## src/rtl/onchip_mem_arbiter.sv

```systemverilog
// Two-master arbiter for the single-port on-chip frame memory: M0 read/write, M1 read-only.
// Registered round-robin grants with a per-grant quantum; read-valid follows the issuing master.
module onchip_mem_arbiter #(
    parameter int ADDR_W       = 13,
    parameter int DATA_W       = 256,
    parameter int READ_LATENCY = 2,
    parameter int MAX_GRANT    = 64,
    localparam int BE_W        = DATA_W / 8
) (
    input  logic              mem_clk,
    input  logic              mem_rst_n,
    input  logic              m0_req,
    output logic              m0_gnt,
    input  logic              m0_read,
    input  logic [ADDR_W-1:0] m0_addr,
    input  logic              m0_write,
    input  logic [BE_W-1:0]   m0_byte_enable,
    input  logic [DATA_W-1:0] m0_write_data,
    output logic              m0_read_valid,
    output logic [DATA_W-1:0] m0_read_data,
    input  logic              m1_req,
    output logic              m1_gnt,
    input  logic              m1_read,
    input  logic [ADDR_W-1:0] m1_addr,
    output logic              m1_read_valid,
    output logic [DATA_W-1:0] m1_read_data,
    output logic              onchip_mem_chip_select,
    output logic              onchip_mem_clk_ena,
    output logic [ADDR_W-1:0] onchip_mem_addr,
    output logic              onchip_mem_write,
    output logic [BE_W-1:0]   onchip_mem_byte_enable,
    output logic [DATA_W-1:0] onchip_mem_write_data,
    input  logic [DATA_W-1:0] onchip_mem_read_data,
    output logic              protocol_err
);
    localparam int CNT_W = (MAX_GRANT > 2) ? $clog2(MAX_GRANT) : 1;
    localparam logic [CNT_W-1:0] LAST = CNT_W'(MAX_GRANT - 1);

    typedef enum logic [1:0] {IDLE, OWN0, OWN1} state_t;

    state_t                  state;
    logic                    rr;          // 0: M0 wins the next tie
    logic [CNT_W-1:0]        cnt;
    logic [READ_LATENCY-1:0] vld_pipe;
    logic [READ_LATENCY-1:0] own_pipe;    // 1: read belongs to M1
    logic                    wr0, rd0, rd1, viol;

    assign m0_gnt = (state == OWN0);
    assign m1_gnt = (state == OWN1);

    // A simultaneous read+write from M0 keeps the write and drops the read.
    assign wr0  = m0_gnt & m0_write;
    assign rd0  = m0_gnt & m0_read & ~m0_write;
    assign rd1  = m1_gnt & m1_read;
    assign viol = (m0_read & m0_write) | (~m0_gnt & (m0_read | m0_write)) | (~m1_gnt & m1_read);

    assign onchip_mem_chip_select = wr0 | rd0 | rd1;
    assign onchip_mem_write       = wr0;
    assign onchip_mem_addr        = (wr0 | rd0) ? m0_addr : (rd1 ? m1_addr : '0);
    assign onchip_mem_byte_enable = wr0 ? m0_byte_enable : '0;
    assign onchip_mem_write_data  = wr0 ? m0_write_data : '0;

    assign m0_read_data  = onchip_mem_read_data;
    assign m1_read_data  = onchip_mem_read_data;
    assign m0_read_valid = vld_pipe[READ_LATENCY-1] & ~own_pipe[READ_LATENCY-1];
    assign m1_read_valid = vld_pipe[READ_LATENCY-1] &  own_pipe[READ_LATENCY-1];

    always_ff @(posedge mem_clk) begin
        if (!mem_rst_n) begin
            state              <= IDLE;
            rr                 <= 1'b0;
            cnt                <= '0;
            vld_pipe           <= '0;
            own_pipe           <= '0;
            protocol_err       <= 1'b0;
            onchip_mem_clk_ena <= 1'b0;
        end else begin
            onchip_mem_clk_ena <= 1'b1;
            if (viol)
                protocol_err <= 1'b1;

            vld_pipe[0] <= rd0 | rd1;
            own_pipe[0] <= rd1;
            for (int i = 1; i < READ_LATENCY; i++) begin
                vld_pipe[i] <= vld_pipe[i-1];
                own_pipe[i] <= own_pipe[i-1];
            end

            case (state)
                IDLE: begin
                    cnt <= '0;
                    if (m0_req && (!m1_req || !rr)) begin
                        state <= OWN0;
                        rr    <= 1'b1;
                    end else if (m1_req) begin
                        state <= OWN1;
                        rr    <= 1'b0;
                    end
                end
                OWN0: begin
                    if (!m0_req || (m1_req && cnt == LAST)) begin
                        cnt   <= '0;
                        state <= m1_req ? OWN1 : IDLE;
                        if (m1_req)
                            rr <= 1'b0;
                    end else if (cnt != LAST) begin
                        cnt <= cnt + 1'b1;
                    end
                end
                OWN1: begin
                    if (!m1_req || (m0_req && cnt == LAST)) begin
                        cnt   <= '0;
                        state <= m0_req ? OWN0 : IDLE;
                        if (m0_req)
                            rr <= 1'b1;
                    end else if (cnt != LAST) begin
                        cnt <= cnt + 1'b1;
                    end
                end
                default: begin
                    state <= IDLE;
                    cnt   <= '0;
                end
            endcase
        end
    end
endmodule

```

## config.mk

```make
export PLATFORM = sky130hd
export DESIGN_NAME = onchip_mem_arbiter
export DESIGN_NICKNAME = d
export VERILOG_FILES = /design/src/rtl/onchip_mem_arbiter.sv
export SDC_FILE = /design/constraint.sdc
export NUM_CORES = 1
export LEC_CHECK = 0
export CAP_MARGIN = 20
export CORE_AREA = 5 5 543 545
export CTS_CLUSTER_DIAMETER = 100
export DETAILED_ROUTE_END_ITERATION = 16
export DIE_AREA = 0 0 548 550
export DONT_BUFFER_PORTS = 1
export PLACE_DENSITY = 0.3
export SLEW_MARGIN = 20
export SYNTH_ARGS = -nofsm -noshare
export SYNTH_HDL_FRONTEND = slang
export SYNTH_SLANG_ARGS = --single-unit
```

## constraint.sdc

```tcl
create_clock -name mem_clk -period 2.1 [get_ports mem_clk]
set_input_delay 0.21 -clock mem_clk [delete_from_list [all_inputs] [get_ports mem_clk]]
set_output_delay 0.21 -clock mem_clk [all_outputs]
set_load 0.01 [all_outputs]
```

==> results of run 1 <==
==> sequential cells by signal, summed over array words and instances, names as in the netlist <==
signal,count
state,2
onchip_mem_clk_ena,1
protocol_err,1
rr,1
own_pipe,2
cnt,6
vld_pipe,2
==> per-stage QoR <==
stage | setup WS [ps] | instances | area, sq um | utilization, %
6_report | 28.8 | 4365 | 9480 | 3.27
5_1_grt | 0.0777 | 4349 | 9440 | 3.26
4_1_cts | 1.26 | 4336 | 9370 | 3.24
3_5_place_dp | 247 | 4331 | 9280 | 3.20
3_3_place_gp | 287 | 4331 | 9280 | 3.20
2_1_floorplan | 426 | 1004 | 6920 | -
==> where the power goes <==
part | switching [mW] | internal, mW | total, mW
Sequential | 0.0386 | 0.316 | 0.355
Combinational | 1.69 | 0.882 | 2.58
Clock | 0.120 | 0.258 | 0.378
==> logic make-up (layout without fill, tap and decap cells) <==
group                    Yosys count  after routing  synth area share, %
AO/OA/AOI/OAI                     24             24                 2.75
XOR/XNOR                           2              2                0.253
adder cells (fa/ha/maj)            5              5                0.904
buffers and inverters            591            123                 60.0
flip-flops                        15             15                 4.34
multiplexers                       4              4                0.579
other                              0             29                    0
AND/OR/NAND/NOR                  363            363                 31.2
==> critical path, stage by stage (launching register included) <==
cell	delay [ps]
dfxtp_1	340
inv_1	120
ha_4	180
buf_12	130
buf_12	230
and3_1	460
==> per-layer routing <==
layer	global-route usage, %	share of wire [%]	up-vias
li1	-	-	1883
met1	6.48	24	2449
met2	12.9	39	1229
met3	13.3	31	530
met4	4.07	5.8	24
met5	0.547	0.21	-
==> layout by cell type, fill, tap and decap left out, drive strengths merged, types with 2 or more instances in the layout <==
cell,instances
nand2,36
diode,29
mux2i,4
and2,4
inv,8
ha,5
a31oi,2
dfxtp,15
buf,110
nor2b,3
nor2,7
and3,292
clkbuf,4
nand3,16
a21oi,8
xnor2,2
o31ai,3
a21o,2
a211oi,2
o21ai,2
==> path summary, 6_finish.rpt <==
kind | cells after the start | slack [ps] | to
worst min register to register | 1 | 440 | vld_pipe[1]
worst max-delay path | 5 | 30 | onchip_mem_write_data[48]
worst min-delay path | 1 | 80 | own_pipe[1]
worst max register to register | 5 | 410 | cnt[4]
==> repair_timing <==
item,CTS,global route
endpoints found under the setup margin,2,25
endpoints found under the hold margin,1,0
hold buffers,1,0
resized for setup,1,16
==> layout make-up <==
type / count / area (sq um) / area share (%)
Timing Repair Buffer: 111 / 1740 / 18.3
Inverter: 8 / 30.0 / 0.317
Sequential cell: 15 / 300 / 3.17
Antenna cell: 29 / 72.6 / 0.766
Tap cell: 3800 / 4750 / 50.2
Multi-Input combinational cell: 398 / 2500 / 26.4
Clock buffer: 4 / 78.8 / 0.832
==> results.yml, run 1 <==
detailed_routing:
  route.antenna.remaining_nets: 0
  drc: 0
  dr.pass1.iters: 5
  viasPerCell: 1.40
  vias: 6115
  wl_per_cell_um: 34.0
  finalWirelength_mm: 148
  drt_iter0_drc: 547
floorplan:
  dieArea_sq_mm: 0.301
  design.core.area_sq_mm: 0.290
  ios: 1398
  die_w_um: 548
  placementRows: 198
  initial_core_util_pct: 2.39
  die_h_um: 550
timing:
  hold_viol: 0
  relSlewSlack_pct: 8.04
  rsz0062_at_grt: "no"
  setup_violations: 0
  whs_ps: 83.4
  finalCritPeriodShare_pct: 98.6
  fin_setup_tns_ps: 0
  fmax_mhz: 483
  worst_pin_slew_ps: 1380
  fin_worst_skew_ps: 0.951
  fin_crit_ps: 2070
  drv_slew: 0
clock_network:
  clk_latency_ps: 250
  cts.sinks: 15
  htreeDepth: 1
  clk_pin_slew_worst_paths_ps: 50
  clockBufferDepth: 2
  cts_buffers: 3
  cts_tree: "done"
  cts_setup_buffers: 0
  clk_root_buffer_cell: "clkbuf_16"
pwr:
  total_power_mw: 3.31
  p_per_area_mw_per_mm2: 349
  peakVddDrop_mv: 0.498
  leakage_nw: 2.98
run:
  maxCapViolations: 0
grt:
  grt_pass1_vias: 5414
  track_usage_pct: 9.23
  antenna_found_initial: 146
  grt_overflow: 0
  grt_pass1_wl_mm: 161
  grt_max_degree: 293
synthesis:
  async_flop_share_pct: 0
  synth_cell_type_count: 34
  ys_ff_latch: 15
  synth-main-ff-cell: "dfxtp_1"
  syn_area_sq_mm: 0.00692
  yosysMostFrequentCell: "buf_4"
  synth_largest_area_cell: "buf_4"
  syn_inst: 1004
  yosys-top-cells-area: "buf_4 56%, and3_1 26%, dfxtp_1 4.3%"
  synth_commonest_cells: "512 x buf_4, 290 x and3_1, 64 x clkbuf_1, 36 x nand2_1, 16 x nand3_1"
  syn_avg_cell_area_sq_um: 6.89
  yosysWarnings: 0
  syn-num-nets: 1586
  ys_seq_area_share_pct: 4.34
  synth_top_area_share_pct: 55.6
  synth_edf_count: 0
placement:
  place_hpwl_mm: 141
  gp_congestion: 1.00
  port_buffers: 0
critical_path:
  critical_path_class: "reg2out"
  r2r-start: "state[0]"
  crit_fanout: 106
  worstPathArrival_ps: 1860
  start_kind: "register"
  crit_path_start: "state[1]"
  endpoint_kind: "output pin"
  cp.required_ps: 1890
layout:
  fin_nets: 1119
  drive_gt1_share_pct: 25.6
  syn_to_final_growth_pct: 37.0
  nFillCells: 34400
outcome:
  run_status: "complete, no violations"
min_path:
  hold_path.class: "in2reg"
  worstHoldStart: "mem_rst_n"
Note: power is estimated with default switching activity, not from simulation.
==> run 2, diff against run 1 <==
- ABC_CLOCK_PERIOD_IN_PS: default -> 2100
==> results of run 2 <==
No change in the layout: final DEF, timing and power equal those of run 1.
==> run 3, diff against run 2 <==
- CELL_PAD_IN_SITES_DETAIL_PLACEMENT: default -> 1
- CELL_PAD_IN_SITES_GLOBAL_PLACEMENT: default -> 2
- CORE_AREA: 5 5 543 545 -> 5 5 544 546
- DIE_AREA: 0 0 548 550 -> 0 0 549 551
==> run 3 against run 2 <==
Against the previous run: hold slack got worse by 4.1 ps; non-clock buffer count rose by 23; highest routed layer unchanged; first-iteration DRC count fell by 3.3%; largest power group unchanged; count of clock-buffer cells in the layout fell by 1; critical endpoint is now onchip_mem_write_data[207]; die area rose by 0.36%.
==> results.yml, run 3 (synthesized netlist as in run 1, its figures left out) <==
critical_path:
  r2r_slack_ps: 300
  critPathTopFamily: "buffers and inverters"
  path_cells: "inv_2 > ha_4 > buf_12 > buf_12 > buf_16 > and3_1"
  cp_slowest_cell: "and3_1"
  crit_buf_inv: 4
  cp.required_ps: 1890
  crit_fanout: 29
  worstPathArrival_ps: 1800
  cp_common_cell: "buf_12"
  max_stage_delay_ps: 390
  critical_path_class: "reg2out"
  endpoint_kind: "output pin"
  start_kind: "register"
layout:
  top_register: "cnt"
  final_cell_mix: "277 x and3_1, 105 x buf_12, 35 x nand2_1"
  fin_nets: 1142
  layout.cells.most_common: "and3_1"
  drive_gt1_share_pct: 29.5
  largest_reg_flops: 6
  syn_to_final_growth_pct: 49.2
clock_network:
  htreeDepth: 1
  cts.sinks: 15
  clk_pin_slew_worst_paths_ps: 60
  cts_buffers: 3
  clk_latency_ps: 260
  clockBufferDepth: 2
  clk_root_buffer_cell: "clkbuf_16"
  cts_tree: "done"
pwr:
  seq_power_share_pct: 9.9
  switching_power_mw: 1.90
  peakVddDrop_mv: 0.235
  combinationalPowerShare_pct: 78.9
  leakage_nw: 3.21
  p_sw_share_pct: 53.2
  intPower_mw: 1.68
  pwr-share-clk_pct: 11.2
  p_per_area_mw_per_mm2: 347
placement:
  place_hpwl_mm: 131
  gp_congestion: 0.923
  port_buffers: 0
detailed_routing:
  vias: 6265
  route.antenna.remaining_nets: 0
  viasPerCell: 1.40
  finalWirelength_mm: 141
  wl_per_cell_um: 31.4
  drt_iter0_drc: 529
  dr.pass1.iters: 4
  drc: 0
floorplan:
  design.core.area_sq_mm: 0.290
  placementRows: 198
  die_h_um: 551
  initial_core_util_pct: 2.38
  dieArea_sq_mm: 0.302
  ios: 1398
  die_w_um: 549
timing:
  finalCritPeriodShare_pct: 95.6
  worst_pin_slew_ps: 641
  hold_viol: 0
  relSlewSlack_pct: 57.3
  fin_setup_tns_ps: 0
  fin_crit_ps: 2010
  whs_ps: 79.3
  fmax_mhz: 498
  setup_violations: 0
  rsz0062_at_grt: "no"
  fin_worst_skew_ps: 10.7
  drv_slew: 0
min_path:
  hold_path.class: "in2reg"
grt:
  grt_overflow: 0
  antenna_found_initial: 150
  grt_pass1_wl_mm: 154
  grt_max_degree: 293
  grt_pass1_vias: 5865
  track_usage_pct: 8.69
run:
  maxCapViolations: 0
outcome:
  run_status: "complete, no violations"
## run 3: cell types whose count changed in the layout (fill, tap and decap cells not counted), sizes merged
cell | previous run | this run
buf | 110 | 132
clkinvlp | 0 | 2
diode | 29 | 31
inv | 8 | 7
## run 3: final timing paths
check,startpoint,end,depth (start not counted)
min,mem_rst_n,protocol_err,1
min reg2reg,own_pipe[0],own_pipe[1],1
max reg2reg,state[1],rr,8
max,state[1],onchip_mem_write_data[207],6
## run 3: power by group through the flow
stage / clock (mW) / sequential [mW] / combinational, mW
2_1_floorplan: 0 / 0.343 / 2.14
3_3_place_gp: 0 / 0.362 / 2.72
3_5_place_dp: 0 / 0.362 / 2.72
4_1_cts: 0.423 / 0.356 / 2.84
5_1_grt: 0.425 / 0.363 / 3.05
6_report: 0.400 / 0.355 / 2.82
## run 3: metrics by stage
stage                     area [sq um]  utilization [%]  total power, mW  cells  worst slack [ps]
after floorplan                   6920                -             2.48   1004               426
after global placement            9970             3.44             3.08   4446               109
after detailed placement          9970             3.44             3.09   4446               111
after CTS                        10200             3.51             3.62   4458              8.92
after global routing             10300             3.55             3.84   4478              1.62
final                            10300             3.56             3.58   4490              92.2
## run 3: layer usage
metal  global-route usage [%]  vias to the layer above  routed length [um]
li1                         -                     1931                   -
met1                     6.76                     2496               37100
met2                     11.8                     1222               53100
met3                     11.9                      588               41700
met4                     3.86                       28                8650
met5                    0.907                        -                 335
## run 3: timing repair
item                                    in CTS  in global routing
resized for setup                           15                 13
endpoints found under the setup margin      84                 62
endpoints found under the hold margin        1                  0
hold buffers                                 1                  0
pin swaps                                    1                  1
buffers inserted                             6                  0
gates cloned                                 1                  1
## run 3: cell type report
| class | count | area [sq um] |
|---|---|---|
| antenna | 31 | 77.6 |
| clock buffer | 3 | 75.1 |
| clock inverter | 1 | 7.51 |
| fill | 34700 | 280000 |
| inverter | 8 | 33.8 |
| multi-input combinational | 398 | 2540 |
| sequential | 15 | 302 |
| tap | 3900 | 4880 |
| timing repair buffer | 134 | 2400 |
## run 3: worst register-to-register path, stage by stage (launching register included)
cell and delay (ps):
dfxtp_1 350, inv_2 100, ha_4 150, buf_4 120, buf_4 120, buf_12 180, a21oi_1 100, o31ai_1 380
mux2i_1 230
